### src/rtl/multicycle_controller.sv
// Multicycle RV32I-style control unit: sequences FETCH / EXECUTE / MEM /
// PC_UPDATE / TRAP, decodes instruction fields into datapath controls,
// bounds memory waits with a timeout, and counts retired instructions.

module multicycle_controller #(
    parameter int XLEN        = 32,
    parameter int CNT_W       = 32,
    parameter int MEM_TIMEOUT = 15
) (
    input  logic              clk,
    input  logic              reset,
    input  logic [6:0]        opcode,
    input  logic [2:0]        funct3,
    input  logic [6:0]        funct7,
    input  logic [XLEN-1:0]   immediate,
    input  logic [XLEN-1:0]   pc,
    input  logic [XLEN-1:0]   rs2,
    input  logic [XLEN-1:0]   alu_result,
    input  logic [XLEN-1:0]   memory_read_value,
    input  logic              branch_taken,
    input  logic              mem_ready,
    output logic [3:0]        pc_control,
    output logic [1:0]        ir_control,
    output logic [3:0]        alu_control,
    output logic [XLEN-1:0]   op2,
    output logic              register_write_en,
    output logic [XLEN-1:0]   register_file_write,
    output logic              mem_req,
    output logic              memory_write_en,
    output logic [XLEN-1:0]   memory_address,
    output logic [XLEN-1:0]   memory_write,
    output logic [2:0]        memory_funct3,
    output logic              trap,
    output logic [1:0]        trap_cause,
    output logic [2:0]        state,
    output logic [CNT_W-1:0]  retired_count
);

    localparam logic [6:0] OP_RTYPE  = 7'b0110011;
    localparam logic [6:0] OP_IALU   = 7'b0010011;
    localparam logic [6:0] OP_LUI    = 7'b0110111;
    localparam logic [6:0] OP_AUIPC  = 7'b0010111;
    localparam logic [6:0] OP_JAL    = 7'b1101111;
    localparam logic [6:0] OP_JALR   = 7'b1100111;
    localparam logic [6:0] OP_BRANCH = 7'b1100011;
    localparam logic [6:0] OP_LOAD   = 7'b0000011;
    localparam logic [6:0] OP_STORE  = 7'b0100011;

    localparam logic [3:0] PC_HOLD     = 4'b0000;
    localparam logic [3:0] PC_PLUS4    = 4'b0100;
    localparam logic [3:0] PC_PLUS_IMM = 4'b0110;
    localparam logic [3:0] PC_RS1_IMM  = 4'b0101;
    localparam logic [3:0] PC_TRAP_VEC = 4'b0111;

    localparam logic [3:0] ALU_ADD  = 4'b0000;
    localparam logic [3:0] ALU_SUB  = 4'b0001;
    localparam logic [3:0] ALU_AND  = 4'b0010;
    localparam logic [3:0] ALU_OR   = 4'b0011;
    localparam logic [3:0] ALU_XOR  = 4'b0100;
    localparam logic [3:0] ALU_SLT  = 4'b0101;
    localparam logic [3:0] ALU_SLTU = 4'b0110;
    localparam logic [3:0] ALU_SLL  = 4'b0111;
    localparam logic [3:0] ALU_SRL  = 4'b1000;
    localparam logic [3:0] ALU_SRA  = 4'b1001;

    localparam logic [1:0] CAUSE_NONE    = 2'b00;
    localparam logic [1:0] CAUSE_ILLEGAL = 2'b01;
    localparam logic [1:0] CAUSE_TIMEOUT = 2'b10;

    localparam logic [6:0] FUNCT7_BASE = 7'b0000000;
    localparam logic [6:0] FUNCT7_ALT  = 7'b0100000;

    // Wide enough to hold MEM_TIMEOUT itself.
    localparam int WAIT_W = (MEM_TIMEOUT < 1) ? 1 : $clog2(MEM_TIMEOUT + 1);

    typedef enum logic [2:0] {
        FETCH     = 3'd0,
        EXECUTE   = 3'd1,
        MEM       = 3'd2,
        PC_UPDATE = 3'd3,
        TRAP      = 3'd4
    } state_t;

    state_t              state_q;
    state_t              state_d;
    logic [WAIT_W-1:0]   wait_cnt;
    logic [1:0]          cause_q;
    logic [1:0]          cause_d;
    logic [CNT_W-1:0]    retired_q;
    logic [3:0]          alu_op_dec;
    logic                illegal;
    logic [XLEN-1:0]     load_value;
    logic                wait_expired;
    logic                retire;

    // Decode the ALU operation and flag encodings this core does not implement.
    always_comb begin
        alu_op_dec = ALU_ADD;
        illegal    = 1'b0;
        case (opcode)
            OP_RTYPE: begin
                if (funct7 == FUNCT7_BASE) begin
                    case (funct3)
                        3'b000:  alu_op_dec = ALU_ADD;
                        3'b001:  alu_op_dec = ALU_SLL;
                        3'b010:  alu_op_dec = ALU_SLT;
                        3'b011:  alu_op_dec = ALU_SLTU;
                        3'b100:  alu_op_dec = ALU_XOR;
                        3'b101:  alu_op_dec = ALU_SRL;
                        3'b110:  alu_op_dec = ALU_OR;
                        default: alu_op_dec = ALU_AND;
                    endcase
                end else if (funct7 == FUNCT7_ALT) begin
                    if (funct3 == 3'b000) begin
                        alu_op_dec = ALU_SUB;
                    end else if (funct3 == 3'b101) begin
                        alu_op_dec = ALU_SRA;
                    end else begin
                        illegal = 1'b1;
                    end
                end else begin
                    illegal = 1'b1;
                end
            end
            OP_IALU: begin
                case (funct3)
                    3'b000: alu_op_dec = ALU_ADD;
                    3'b010: alu_op_dec = ALU_SLT;
                    3'b011: alu_op_dec = ALU_SLTU;
                    3'b100: alu_op_dec = ALU_XOR;
                    3'b110: alu_op_dec = ALU_OR;
                    3'b111: alu_op_dec = ALU_AND;
                    3'b001: begin
                        if (immediate[11:5] == FUNCT7_BASE) begin
                            alu_op_dec = ALU_SLL;
                        end else begin
                            illegal = 1'b1;
                        end
                    end
                    default: begin
                        if (immediate[11:5] == FUNCT7_BASE) begin
                            alu_op_dec = ALU_SRL;
                        end else if (immediate[11:5] == FUNCT7_ALT) begin
                            alu_op_dec = ALU_SRA;
                        end else begin
                            illegal = 1'b1;
                        end
                    end
                endcase
            end
            OP_LUI, OP_AUIPC, OP_JAL: illegal = 1'b0;
            OP_JALR:   illegal = (funct3 != 3'b000);
            OP_BRANCH: illegal = (funct3 == 3'b010) || (funct3 == 3'b011);
            OP_LOAD:   illegal = (funct3 == 3'b011) || (funct3 == 3'b110) || (funct3 == 3'b111);
            OP_STORE:  illegal = (funct3 > 3'b010);
            default:   illegal = 1'b1;
        endcase
    end

    // Size/sign-adjust the returned memory word according to the load type.
    always_comb begin
        load_value = memory_read_value;
        case (funct3)
            3'b000:  load_value = {{(XLEN-8){memory_read_value[7]}}, memory_read_value[7:0]};
            3'b001:  load_value = {{(XLEN-16){memory_read_value[15]}}, memory_read_value[15:0]};
            3'b100:  load_value = {{(XLEN-8){1'b0}}, memory_read_value[7:0]};
            3'b101:  load_value = {{(XLEN-16){1'b0}}, memory_read_value[15:0]};
            default: load_value = memory_read_value;
        endcase
    end

    assign wait_expired = !mem_ready && (wait_cnt == WAIT_W'(MEM_TIMEOUT));

    // Next-state and output decode; everything stays 0 while reset is held.
    always_comb begin
        state_d             = state_q;
        cause_d             = cause_q;
        pc_control          = PC_HOLD;
        ir_control          = 2'b00;
        alu_control         = ALU_ADD;
        op2                 = '0;
        register_write_en   = 1'b0;
        register_file_write = '0;
        mem_req             = 1'b0;
        memory_write_en     = 1'b0;
        memory_address      = '0;
        memory_write        = '0;
        memory_funct3       = 3'b000;
        trap                = 1'b0;
        if (!reset) begin
            case (state_q)
                FETCH: begin
                    mem_req        = 1'b1;
                    memory_address = pc;
                    memory_funct3  = 3'b010;
                    if (mem_ready) begin
                        ir_control = 2'b01;
                        state_d    = EXECUTE;
                    end else if (wait_expired) begin
                        state_d = TRAP;
                        cause_d = CAUSE_TIMEOUT;
                    end
                end
                EXECUTE: begin
                    if (illegal) begin
                        state_d = TRAP;
                        cause_d = CAUSE_ILLEGAL;
                    end else begin
                        case (opcode)
                            OP_RTYPE: begin
                                alu_control         = alu_op_dec;
                                op2                 = rs2;
                                register_write_en   = 1'b1;
                                register_file_write = alu_result;
                                state_d             = PC_UPDATE;
                            end
                            OP_IALU: begin
                                alu_control         = alu_op_dec;
                                op2                 = immediate;
                                register_write_en   = 1'b1;
                                register_file_write = alu_result;
                                state_d             = PC_UPDATE;
                            end
                            OP_LUI: begin
                                register_write_en   = 1'b1;
                                register_file_write = immediate;
                                state_d             = PC_UPDATE;
                            end
                            OP_AUIPC: begin
                                register_write_en   = 1'b1;
                                register_file_write = pc + immediate;
                                state_d             = PC_UPDATE;
                            end
                            OP_JAL: begin
                                pc_control          = PC_PLUS_IMM;
                                register_write_en   = 1'b1;
                                register_file_write = pc + XLEN'(4);
                                state_d             = FETCH;
                            end
                            OP_JALR: begin
                                pc_control          = PC_RS1_IMM;
                                register_write_en   = 1'b1;
                                register_file_write = pc + XLEN'(4);
                                state_d             = FETCH;
                            end
                            OP_BRANCH: begin
                                if (branch_taken) begin
                                    pc_control = PC_PLUS_IMM;
                                    state_d    = FETCH;
                                end else begin
                                    state_d = PC_UPDATE;
                                end
                            end
                            OP_LOAD, OP_STORE: begin
                                alu_control = ALU_ADD;
                                op2         = immediate;
                                state_d     = MEM;
                            end
                            default: begin
                                state_d = TRAP;
                                cause_d = CAUSE_ILLEGAL;
                            end
                        endcase
                    end
                end
                MEM: begin
                    mem_req        = 1'b1;
                    memory_address = alu_result;
                    memory_funct3  = funct3;
                    op2            = immediate;
                    if (opcode == OP_STORE) begin
                        memory_write_en = 1'b1;
                        memory_write    = rs2;
                    end
                    if (mem_ready) begin
                        if (opcode != OP_STORE) begin
                            register_write_en   = 1'b1;
                            register_file_write = load_value;
                        end
                        state_d = PC_UPDATE;
                    end else if (wait_expired) begin
                        state_d = TRAP;
                        cause_d = CAUSE_TIMEOUT;
                    end
                end
                PC_UPDATE: begin
                    pc_control = PC_PLUS4;
                    state_d    = FETCH;
                end
                TRAP: begin
                    trap       = 1'b1;
                    pc_control = PC_TRAP_VEC;
                    state_d    = FETCH;
                end
                default: state_d = FETCH;
            endcase
        end
    end

    assign retire = (state_q == PC_UPDATE) || ((state_q == EXECUTE) && (state_d == FETCH));

    // State register.
    always_ff @(posedge clk or posedge reset) begin
        if (reset) begin
            state_q <= FETCH;
        end else begin
            state_q <= state_d;
        end
    end

    // Memory wait counter: counts stalled cycles while a request is pending, clears otherwise.
    always_ff @(posedge clk or posedge reset) begin
        if (reset) begin
            wait_cnt <= '0;
        end else if ((state_q == FETCH || state_q == MEM) && (state_d == state_q) && !mem_ready) begin
            wait_cnt <= wait_cnt + WAIT_W'(1);
        end else begin
            wait_cnt <= '0;
        end
    end

    // Trap cause is captured on the way into TRAP and held until the next trap.
    always_ff @(posedge clk or posedge reset) begin
        if (reset) begin
            cause_q <= CAUSE_NONE;
        end else if ((state_d == TRAP) && (state_q != TRAP)) begin
            cause_q <= cause_d;
        end
    end

    // Retired-instruction counter, wrapping naturally at its width.
    always_ff @(posedge clk or posedge reset) begin
        if (reset) begin
            retired_q <= '0;
        end else if (retire) begin
            retired_q <= retired_q + CNT_W'(1);
        end
    end

    assign state         = state_q;
    assign trap_cause    = cause_q;
    assign retired_count = retired_q;

endmodule

### config.mk
export PLATFORM = sky130hd
export DESIGN_NAME = multicycle_controller
export DESIGN_NICKNAME = d
export VERILOG_FILES = /design/src/rtl/multicycle_controller.sv
export SDC_FILE = /design/constraint.sdc
export NUM_CORES = 1
export LEC_CHECK = 0
export ABC_AREA = 1
export CAP_MARGIN = 20
export CORE_ASPECT_RATIO = 0.9
export CORE_MARGIN = 4
export CORE_UTILIZATION = 48
export DETAILED_ROUTE_END_ITERATION = 10
export PLACE_DENSITY = 0.9
export RECOVER_POWER = 100
export SLEW_MARGIN = 10
export SYNTH_ARGS = -nofsm -noshare
export SYNTH_HDL_FRONTEND = slang
export SYNTH_SLANG_ARGS = --single-unit
### constraint.sdc
create_clock -name clk -period 6.55 [get_ports clk]
set_clock_uncertainty 0.05 [all_clocks]
set_input_delay 0.655 -clock clk [delete_from_list [all_inputs] [get_ports clk]]
set_output_delay 0.655 -clock clk [all_outputs]
set_load 0.005 [all_outputs]
==> metrics.md, run 1 <==
| Metric | Value |
|---|---|
| R2R depth | `13` |
| Leak pwr | `about 5.7 nW` |
| Worst path cell trace | `clkbuf_1 -> clkbuf_1 -> o32ai_1 -> dlygate4sd3_1` |
| PwrDens | `109.3 nW/um2` |
| Synth cell types | `~50` |
| Io pins | `around 360` |
| Post-synthesis sequential area ratio | `0.1229` |
| Max Clk Rate | `0.1755 GHz` |
| FP Rows | `45` |
| Worst path max stage delay | `2.75 ns` |
| Total gr overflow | `0` |
| Capturing element type of the critical path | `output port` |
| Area leader, netlist | `nand2_1` |
| Initial core utilization | `0.4927` |
| Post-synth top cells | `nand2_1 (370), nand3_1 (205), inv_1 (173)` |
| Antenna Nets Post-Route | `0` |
| Register bit total from synthesis | `roughly 40` |
| Slew headroom | `-1.571` |
| Violated checks | `capacitance limit, slew limit` |
| Critical Path AT | `between 4 and 5 ns` |
| Mapped Cells | `1,531` |
| Area growth, synth to finish | `45.73%` |
| Hold Crit Start | `wait_cnt[0]` |
| Fin area | `approximately 12,000 um2` |
| WP data required | `a little under 6 ns` |
| First-pass GRT wire length | `around 64 mm` |
| Router iterations before antenna repair | `6` |
| Initial antenna violation count | `4` |
| Root buf cell | `clkbuf_16` |
| RSZ-0062 raised after global routing | `no` |
| Post-route DRC | `0` |
| Reg-to-reg critical path endpoint | `retired_count[25]` |
| Mux share of post-synthesis cell area | `0` |
| Post-synth ARST share | `1.000` |
| Synth Area in Compound Gates | `0.2036` |
| RePlAce Congestion | `roughly 1.1` |
| Hold buffer count at CTS | `0` |
| XOR/XNOR Fraction of Synth Area | `0.03671` |
| Core Box Area | `around 17,000 um2` |
| CTS Sinks | `41` |
| CP Launch Type | `primary input` |
| VDD IR max | `0.1073 mV` |
| Setup violators final | `0` |
| Dpl cell area | `about 12,000 um2` |
| Total wire length | `42.30 mm` |
| Top cell type's share of synthesized area | `0.1663` |
| Synth Flop Type | `dfrtp_1` |
| Most frequent CP cell | `clkbuf_1` |
| Clk_lat worst skew | `between 0.2 and 0.3 ns` |
| CP max FO | `80` |
| Postcts setup bufs | `0` |
| Clock Pin Slew Worst Setup and Hold Paths | `0.06 ns` |
| Main combinational cell family by area after synthesis | `simple AND/OR/NAND/NOR gates` |
| Top-count cell post-synth | `nand2_1` |
| DR iter-0 viols | `approximately 1,600` |
| Worst r2r src | `state[0]` |
| Final HPWL DP | `33.79 mm` |
| Share of cells above drive strength 1 | `0.03191` |
| Setup tns final | `0 ns` |
| Mapped Area | `between 8000 and 9000 um2` |
| Vias in the first global route | `11,890` |
| # resized after CTS | `0` |
| Num CTS Buffers | `5` |
| Yosys Warn Count | `0` |
| Number of port buffers | `360` |
| Design Power | `roughly 0.0013 W` |
| Max-slew violation count | `approximately 120` |
| Die Ht | `133.1 um` |
| Run status | `complete, but fails checks` |
| Synth Area in Simple Gates | `0.4615` |
| Global Route Usage Sum | `0.4038` |
| Die Wd | `roughly 150 um` |
| DR WL/cell | `20.27 um` |
| WHS Endpoint | `wait_cnt[0]` |
| Hold Crit Class | `flop to flop` |
| Largest net degree at the start of global routing | `81` |
| Post-synthesis adder-cell area fraction | `0.05334` |
| Slowest-stage cell, CP | `clkbuf_1` |
| Final hold vios | `0` |
| Post-synth EDFFs | `0` |
| Hold Path Depth | `1` |
| H-tree Lvls | `2` |
| Max-capacitance violation count | `2` |
| Tmin final | `around 5.7 ns` |
| Final worst-path cycle share | `0.8701` |
| CTS tree | `done` |
| Worst reg2reg setup slack | `roughly 3.4 ns` |
| Nets | `slightly above 2,000` |
| Syn avg cell area | `roughly 5.5 um2` |
| Area contributors post-synth | `nand2_1 (17%), nand3_1 (12%), dfrtp_1 (12%), inv_1 (7.8%), a21oi_1 (7.5%)` |
| # fillers | `between 1,500 and 2,000` |
| Full die area | `about 20,000 um2` |
| DR vias/cell | `just over 6` |
| Worst-Margin Slew | `3.857 ns` |
| Vias | `around 13,000` |
| Clk buf depth | `2` |
| WS Path Type | `primary input to output port` |
## critical path: cells and delay by family
family          cells  cell delay, ns
compound gates      1            0.46
buf+inv             3            3.83
## cells in the final DEF, fill, tap and decap left out, types with 3 or more instances in the layout
master             n
nor2_2             3
a31oi_1            5
nor2_1           164
xnor2_1           10
o2111ai_1          9
dlygate4sd3_1    168
nor4_1            13
nand2_1          373
inv_1            176
a21o_1             4
xor2_1            25
clkdlybuf4s50_1  191
a221o_1            3
nand3_1          206
nand3_2            3
o21ai_1            6
o21a_1             8
o21ai_0           99
a32o_1             6
o211ai_1           7
nor3_1            40
clkbuf_1           5
o32ai_1           12
nand4_1           25
clkbuf_16          5
ha_1              34
buf_4              8
diode_2            3
nand3b_1          16
dfrtp_1           41
inv_2             16
a21oi_1          125
o21bai_1           4
or2_2             14
## kinds of logic (layout without fill, tap and decap cells)
group                      count (synthesis)  in the layout
buffers and inverters                    257            574
DFF                                       41             41
adders and majority gates                 35             35
AOI/OAI and AO/OA                        297            297
xor gates and xnor gates                  35             35
other                                      1              5
and+or+nand+nor                          865            865
## flip-flops by register name, indices dropped and copies added (netlist names)
name           cells
trap_cause         2
wait_cnt           4
retired_count     32
state              3
## how the worst max path moves through the flow
stage | start | end | slack, ns | depth (start not counted)
after floorplan | reset | memory_address[23] | 3.20 | 5
after global routing | reset | memory_address[15] | 0.72 | 4
after global placement | funct3[1] | op2[4] | 1.78 | 14
final | reset | memory_address[15] | 0.85 | 4
after CTS | funct3[1] | op2[8] | 1.66 | 14
after detailed placement | funct3[1] | op2[8] | 1.68 | 14
## per-stage QoR
step	hold WS, ns	instances	util	setup slack, ns
CTS	0.4213	2084	0.7204	1.659
finish	0.4295	2087	0.7181	0.8508
floorplan	0.3831	1532	-	3.195
global placement	0.4015	2075	0.7106	1.779
detailed placement	0.4140	2076	0.7122	1.684
global route	0.4667	2087	0.7181	0.7168
## power by group
group          total (W)  internal, W  switching [W]
Clock           0.000237     0.000140      0.0000968
Sequential      0.000313     0.000279      0.0000347
Combinational   0.000780     0.000310       0.000470
## layout make-up
cell class                      instances  area (um2)  share of cell area
Inverter                              194       728.2             0.05984
Clock buffer                            6       128.9             0.01059
Antenna cell                            3       7.507           0.0006169
Multi-Input combinational cell       1234        6279              0.5159
Timing Repair Buffer                  372        3696              0.3037
Tap cell                              235       294.0             0.02416
Sequential cell                        41        1026             0.08431
Clock inverter                          2       10.01           0.0008225
## routing by layer
metal / up-vias / track usage / part of all wire
met5: - / 0 / 0
met4: 0 / 0.1889 / 0.053
met3: 186 / 0.09218 / 0.13
met2: 1011 / 0.6465 / 0.44
met1: 5706 / 0.5175 / 0.38
li1: 5781 / - / -
(Power assumes the default switching activity.)
==> run 2: changes to the inputs <==
--- a/config.mk
+++ b/config.mk
@@ -9,9 +9,9 @@
 export CAP_MARGIN = 20
 export CORE_ASPECT_RATIO = 0.9
 export CORE_MARGIN = 4
-export CORE_UTILIZATION = 48
+export CORE_UTILIZATION = 44
 export DETAILED_ROUTE_END_ITERATION = 10
-export PLACE_DENSITY = 0.9
+export PLACE_DENSITY = 0.83
 export RECOVER_POWER = 100
 export SLEW_MARGIN = 10
 export SYNTH_ARGS = -nofsm -noshare
==> constraint.sdc (replaced) <==
create_clock -name clk -period 5.5 [get_ports clk]
set_clock_uncertainty 0.05 [all_clocks]
set_input_delay 0.55 -clock clk [delete_from_list [all_inputs] [get_ports clk]]
set_output_delay 0.55 -clock clk [all_outputs]
set_load 0.005 [all_outputs]
==> metrics.md, run 2 (synthesis gave the netlist of run 1 again) <==
| Metric | Value |
|---|---|
| Sw Share | `0.4368 (was 0.4521)` |
| Area growth, synth to finish | `47.00% (was 45.73%)` |
| RePlAce Congestion | `1.039 (was 1.050)` |
| Router iterations before antenna repair | `5 (was 6)` |
| CP Launch Type | `primary input (unchanged)` |
| Run status | `complete, but fails checks (unchanged)` |
| Full die area | `21,250 um2 (was 19,570 um2)` |
| Hold buffer count at CTS | `0 (unchanged)` |
| Total gr overflow | `0 (unchanged)` |
| Clock Power Share | `0.233 (was 0.178)` |
| VDD IR max | `0.1253 mV (was 0.1073 mV)` |
| Max-slew violation count | `39 (was 121)` |
| Final hold vios | `0 (unchanged)` |
| Slew headroom | `-0.3936 (was -1.571)` |
| Vias | `12,360 (was 12,680)` |
| Share of cells above drive strength 1 | `0.03616 (was 0.03191)` |
| Largest net degree at the start of global routing | `71 (was 81)` |
| CP max FO | `32 (was 80)` |
| CTS tree | `done (unchanged)` |
| Number of port buffers | `360 (unchanged)` |
| Setup WS post-layout | `0.7390 ns (was 0.8508 ns)` |
| Antenna Nets Post-Route | `0 (unchanged)` |
| Initial core utilization | `0.4508 (was 0.4927)` |
| WS Path Type | `primary input to output port (unchanged)` |
| Critical Path AT | `4.16 ns (was 4.99 ns)` |
| Setup tns final | `0 ns (unchanged)` |
| Reg-to-reg critical path endpoint | `retired_count[21] (was retired_count[25])` |
| Vias in the first global route | `11,610 (was 11,890)` |
| Fin area | `12,280 um2 (was 12,170 um2)` |
| Critical Path End | `register_file_write[14] (was memory_address[15])` |
| Capturing element type of the critical path | `output port (unchanged)` |
| Antenna fix cells | `0 (was 3)` |
| WP data required | `4.90 ns (was 5.84 ns)` |
| Worst reg2reg setup slack | `2.63 ns (was 3.39 ns)` |
| Dpl cell area | `12,120 um2 (was 12,070 um2)` |
| Leak pwr | `5.740 nW (was 5.712 nW)` |
| Clk buf depth | `2 (unchanged)` |
| Final HPWL DP | `34.65 mm (was 33.79 mm)` |
| H-tree Lvls | `2 (unchanged)` |
| Max Clk Rate | `0.2100 GHz` |
| DR WL/cell | `20.27 um (about the same)` |
| Post-Layout Cell Count | `2,098 (was 2,087)` |
| Num CTS Buffers | `5 (unchanged)` |
| PwrDens | `139.6 nW/um2 (was 109.3 nW/um2)` |
| Postcts setup bufs | `0 (unchanged)` |
| DR vias/cell | `5.893 (was 6.078)` |
| Die Wd | `153.2 um (was 147.0 um)` |
| FP Rows | `47 (was 45)` |
| Clock Pin Slew Worst Setup and Hold Paths | `0.07 ns (was 0.06 ns)` |
| First-pass GRT wire length | `65.72 mm (was 64.16 mm)` |
| DR iter-0 viols | `1,316 (was 1,578)` |
| Post-layout util | `0.6627 (was 0.7181)` |
| Clk_lat worst skew | `0.30 ns (was 0.28 ns)` |
| Commonest non-fill, non-tap cell in the layout | `nand2_1 (unchanged)` |
| Worst Setup SP | `funct3[1] (was reset)` |
| Worst-Margin Slew | `2.090 ns (was 3.857 ns)` |
| Global Route Usage Sum | `0.3810 (was 0.4038)` |
| CTS Sinks | `41 (unchanged)` |
| Placed instance count | `2,090 (was 2,076)` |
| Nets | `2,068 (was 2,064)` |
| Core Box Area | `18,520 um2 (was 16,950 um2)` |
| Gate power share | `0.549 (was 0.587)` |
| Final worst-path cycle share | `0.8656` |
| Commonest cells after routing, fill and taps aside | `nand2_1 (371), nand3_1 (205), clkdlybuf4s50_1 (194) (was nand2_1 (373), nand3_1 (206), clkdlybuf4s50_1 (191))` |
| Tmin final | `4.761 ns` |
| Initial antenna violation count | `0 (was 4)` |
| Setup violators final | `0 (unchanged)` |
| RSZ-0062 raised after global routing | `no (unchanged)` |
| Hold Crit Class | `flop to flop (unchanged)` |
| Post-route DRC | `0 (unchanged)` |
| NetSw | `0.0007485 W (was 0.0006014 W)` |
| Place WS | `0.8869 ns (was 1.684 ns)` |
| Max-capacitance violation count | `1 (was 2)` |
| R2R depth | `11 (was 13)` |
| Root buf cell | `clkbuf_16 (unchanged)` |
| Internal power | `0.0009652 W (was 0.0007290 W)` |
| # resized after CTS | `0 (unchanged)` |
| Worst r2r src | `state[2] (was state[0])` |
| Die Ht | `138.7 um (was 133.1 um)` |
| Violated checks | `capacitance limit, slew limit (unchanged)` |
| Largest register FFs | `32 (unchanged)` |
| Total wire length | `42.52 mm (was 42.30 mm)` |
| Sequential Power Share | `0.219 (was 0.236)` |
| Io pins | `363 (unchanged)` |
==> run 2: through the flow <==
stage / hold WS [ns] / total power [W]
after floorplan: 0.3831 / 0.0008634
after global placement: 0.3983 / 0.001309
after detailed placement: 0.4309 / 0.001321
after CTS: 0.4398 / 0.001724
after global routing: 0.4737 / 0.001811
final: 0.4419 / 0.001714
==> run 2: power by group through the flow <==
stage | Clock, W | Sequential (W) | Combinational [W]
floorplan | 0 | 0.000370 | 0.000494
global placement | 0 | 0.000377 | 0.000932
detailed placement | 0 | 0.000379 | 0.000942
CTS | 0.000401 | 0.000374 | 0.000949
global route | 0.000416 | 0.000380 | 0.00102
finish | 0.000399 | 0.000375 | 0.000940
==> run 2: worst min-delay path by stage <==
| stage | from | to | slack, ns | depth (start not counted) |
|---|---|---|---|---|
| after floorplan | wait_cnt[0] | wait_cnt[0] | 0.38 | 1 |
| after global placement | wait_cnt[0] | wait_cnt[0] | 0.40 | 1 |
| after detailed placement | wait_cnt[0] | wait_cnt[0] | 0.43 | 1 |
| after CTS | wait_cnt[0] | wait_cnt[0] | 0.44 | 1 |
| after global routing | wait_cnt[0] | wait_cnt[0] | 0.47 | 1 |
| final | wait_cnt[0] | wait_cnt[0] | 0.44 | 1 |
==> run 2: layer usage <==
layer  part of all wire  vias up  wire [um]  track usage
met2               0.43      811      18310       0.5987
met5                  0        -          0            0
li1                   -     5785          -            -
met3               0.12      123       4980      0.07863
met1               0.41     5644      17440       0.5228
met4              0.042        0       1794       0.1252
==> run 2: critical path, cell delays in order <==
cell and delay (ns):
dlygate4sd3_1 0.74, inv_2 0.37, nand3_1 0.24, nand3_1 0.14, nand2_1 0.08, nand2_1 0.07, nand2_1 0.06, inv_2 0.09
nand3_4 0.11, inv_2 0.08, o21ai_1 0.10, inv_2 0.51, o21ai_0 0.24, a21oi_1 0.18, dlygate4sd3_1 0.59
==> run 2: area by class of cell <==
type,count,area (um2)
Multi-Input combinational cell,1234,6301
Fill cell,1754,6248
Timing Repair Buffer,376,3720
Sequential cell,41,1026
Inverter,194,728.2
Tap cell,245,306.5
Clock buffer,5,125.1
Clock inverter,3,68.82
==> patch, RTL diff (flow settings as in run 2) <==
The parameter `MEM_TIMEOUT` goes from 15 to 14.
--- a/src/rtl/multicycle_controller.sv
+++ b/src/rtl/multicycle_controller.sv
@@ -5,7 +5,7 @@
 module multicycle_controller #(
     parameter int XLEN        = 32,
     parameter int CNT_W       = 32,
-    parameter int MEM_TIMEOUT = 15
+    parameter int MEM_TIMEOUT = 14
 ) (
     input  logic              clk,
     input  logic              reset,
Check against the original RTL: same outputs for any inputs over 4 cycles, from zero or initial values and one cycle with reset high; that may be too few to reach the edited logic, so the function may still have changed.
==> patch against run 2 <==
The run still ends with max-capacitance violations, max-slew violations left. Final cell count increased by 0.48%. Synthesized cell count decreased by 0.26%. Worst hold slack got worse by 2.6 ps. Sequential cell count unchanged. Synthesized area increased by 2.0%. Final area increased by 1.1%. Total power decreased by 21%. Setup slack got worse by 150 ps. Count of clock-buffer cells in the layout increased by 2. Wire length increased by 1.1%. Critical path type unchanged. Critical endpoint is now register_file_write[9]. Largest cell class unchanged. Largest power group unchanged. Highest routed layer is now met5.
==> patch: results (changes against run 2) <==
first-pass GRT wire length=66240 um (was 65720 um); initial drt markers=1285 (was 1316); fin. max-slew vios=97 (was 39); met2 usage=59.38% (was 59.87%); Area contributors post-synth=nand2_1 15%, dfrtp_1 12%, nand3_1 11% (was nand2_1 17%, nand3_1 12%, dfrtp_1 12%); asr flop ratio synth=100.0% (unchanged); Hold Path Class=flop to flop (unchanged); placed cell count=2100 (was 2090); Leak=5.841 nW (was 5.740 nW); Slew Limit Headroom=-7.461% (was -39.36%); routability cong.=1.065 (was 1.039); Clock Latency Late Sink=290 ps; clock transition at the registers of the reported paths=60 ps; Syn. warnings=0 (unchanged); IO buf count=360 (unchanged); pin count of the biggest net entering global routing=64 (was 71); setup bufs post-CTS=0 (unchanged); violated checks=max-capacitance violations, max-slew violations (unchanged); status=finished, violations left (unchanged); initial antenna violation count=1 (was 0); sequential share of the synthesized area=12.04% (was 12.29%); root buf cell=clkbuf_16 (unchanged); Post-synth top cells=346 x nand2_1, 187 x nand3_1, 186 x inv_1 (was 370 x nand2_1, 205 x nand3_1, 173 x inv_1); Max Cap Violations=2 (was 1); Resized cells post-CTS=0 (unchanged); Yosys cell types=53 (was 51); vias in the first global route=11.63k (was 11.61k); max FFs per register=32 (unchanged); Post-DP Area=12310 um2 (was 12120 um2); met3 usage=7.167% (was 7.863%); share of post-route cells with drive strength above 1=5.920% (was 3.616%); Longest Clk Path Bufs=2 (unchanged); Critical-path top delay cell=dlygate4sd3_1 (unchanged); P_int=0.8011 mW (was 0.9652 mW); H-Tree Depth=2 (unchanged); grt met1 use=52.53% (was 52.28%); diode count=0 (unchanged); Post-Place Worst Slack=1033 ps (was 886.9 ps); Max FO, Critical Path=28 (was 32); Crit path largest cell delay=650 ps (was 740 ps); DR vias/cell=5.824 (was 5.893); wire per inst=20.39 um (was 20.27 um); total CTS buffers=5 (unchanged); top_reg_cell synth=dfrtp_1 (unchanged); endpoint arrival time on the critical path=4310 ps (was 4160 ps); Final Routed Wirelength=42980 um (was 42520 um); number of iterations in the first detailed-routing pass=7 (was 5); VDD IR max=0.1668 mV (was 0.1253 mV); CP delay by family, top=simple AND/OR/NAND/NOR gates (was buffers and inverters); Mapped Cells=1527 (was 1531); DP Wirelength=34960 um (was 34650 um); gr usage total=38.08% (was 38.10%)
patch: cell type report:
cell class,count,area [um2]
multi-input cells,1233,6431
inverters,195,732.0
clock inverters,1,5.005
flip-flops and latches,41,1026
clock buffers,7,152.6
fillers,1809,6693
repair buffers,381,3746
well taps,250,312.8
patch: worst paths after layout:
path	slack, ps	cells past startpoint	end	from
worst max-delay path	590	15	register_file_write[9]	opcode[3]
worst min-delay path	440	1	trap_cause[1]	trap_cause[1]
worst max register to register	2120	13	retired_count[0]	state[0]
worst min register to register	440	1	trap_cause[1]	trap_cause[1]
max in group asynchronous	1760	4	retired_count[29]	reset
min in group asynchronous	980	2	retired_count[23]	reset
patch: per-layer routing:
metal	wire, um	vias up
met5	13	-
met4	1751	2
met3	4479	126
met2	18790	781
met1	17950	5611
li1	-	5757
patch: power groups by stage:
| stage | clock network (mW) | logic [mW] | registers, mW |
|---|---|---|---|
| detailed placement | 0 | 0.689 | 0.349 |
| finish | 0.315 | 0.691 | 0.343 |
| floorplan | 0 | 0.332 | 0.345 |
| global placement | 0 | 0.684 | 0.347 |
| CTS | 0.314 | 0.693 | 0.344 |
| global route | 0.333 | 0.753 | 0.348 |
patch: cells by family (layout without fill, tap and decap cells):
| kind of cell | Yosys count | in the layout | synth area share, % |
|---|---|---|---|
| fa+ha+maj | 36 | 36 | 5.374 |
| flops | 41 | 41 | 12.04 |
| buf+inv | 254 | 584 | 12.11 |
| simple gates | 841 | 841 | 44.63 |
| compound gates | 317 | 317 | 22.00 |
| other cells | 1 | 2 | 0.04401 |
| xor+xnor | 37 | 37 | 3.803 |
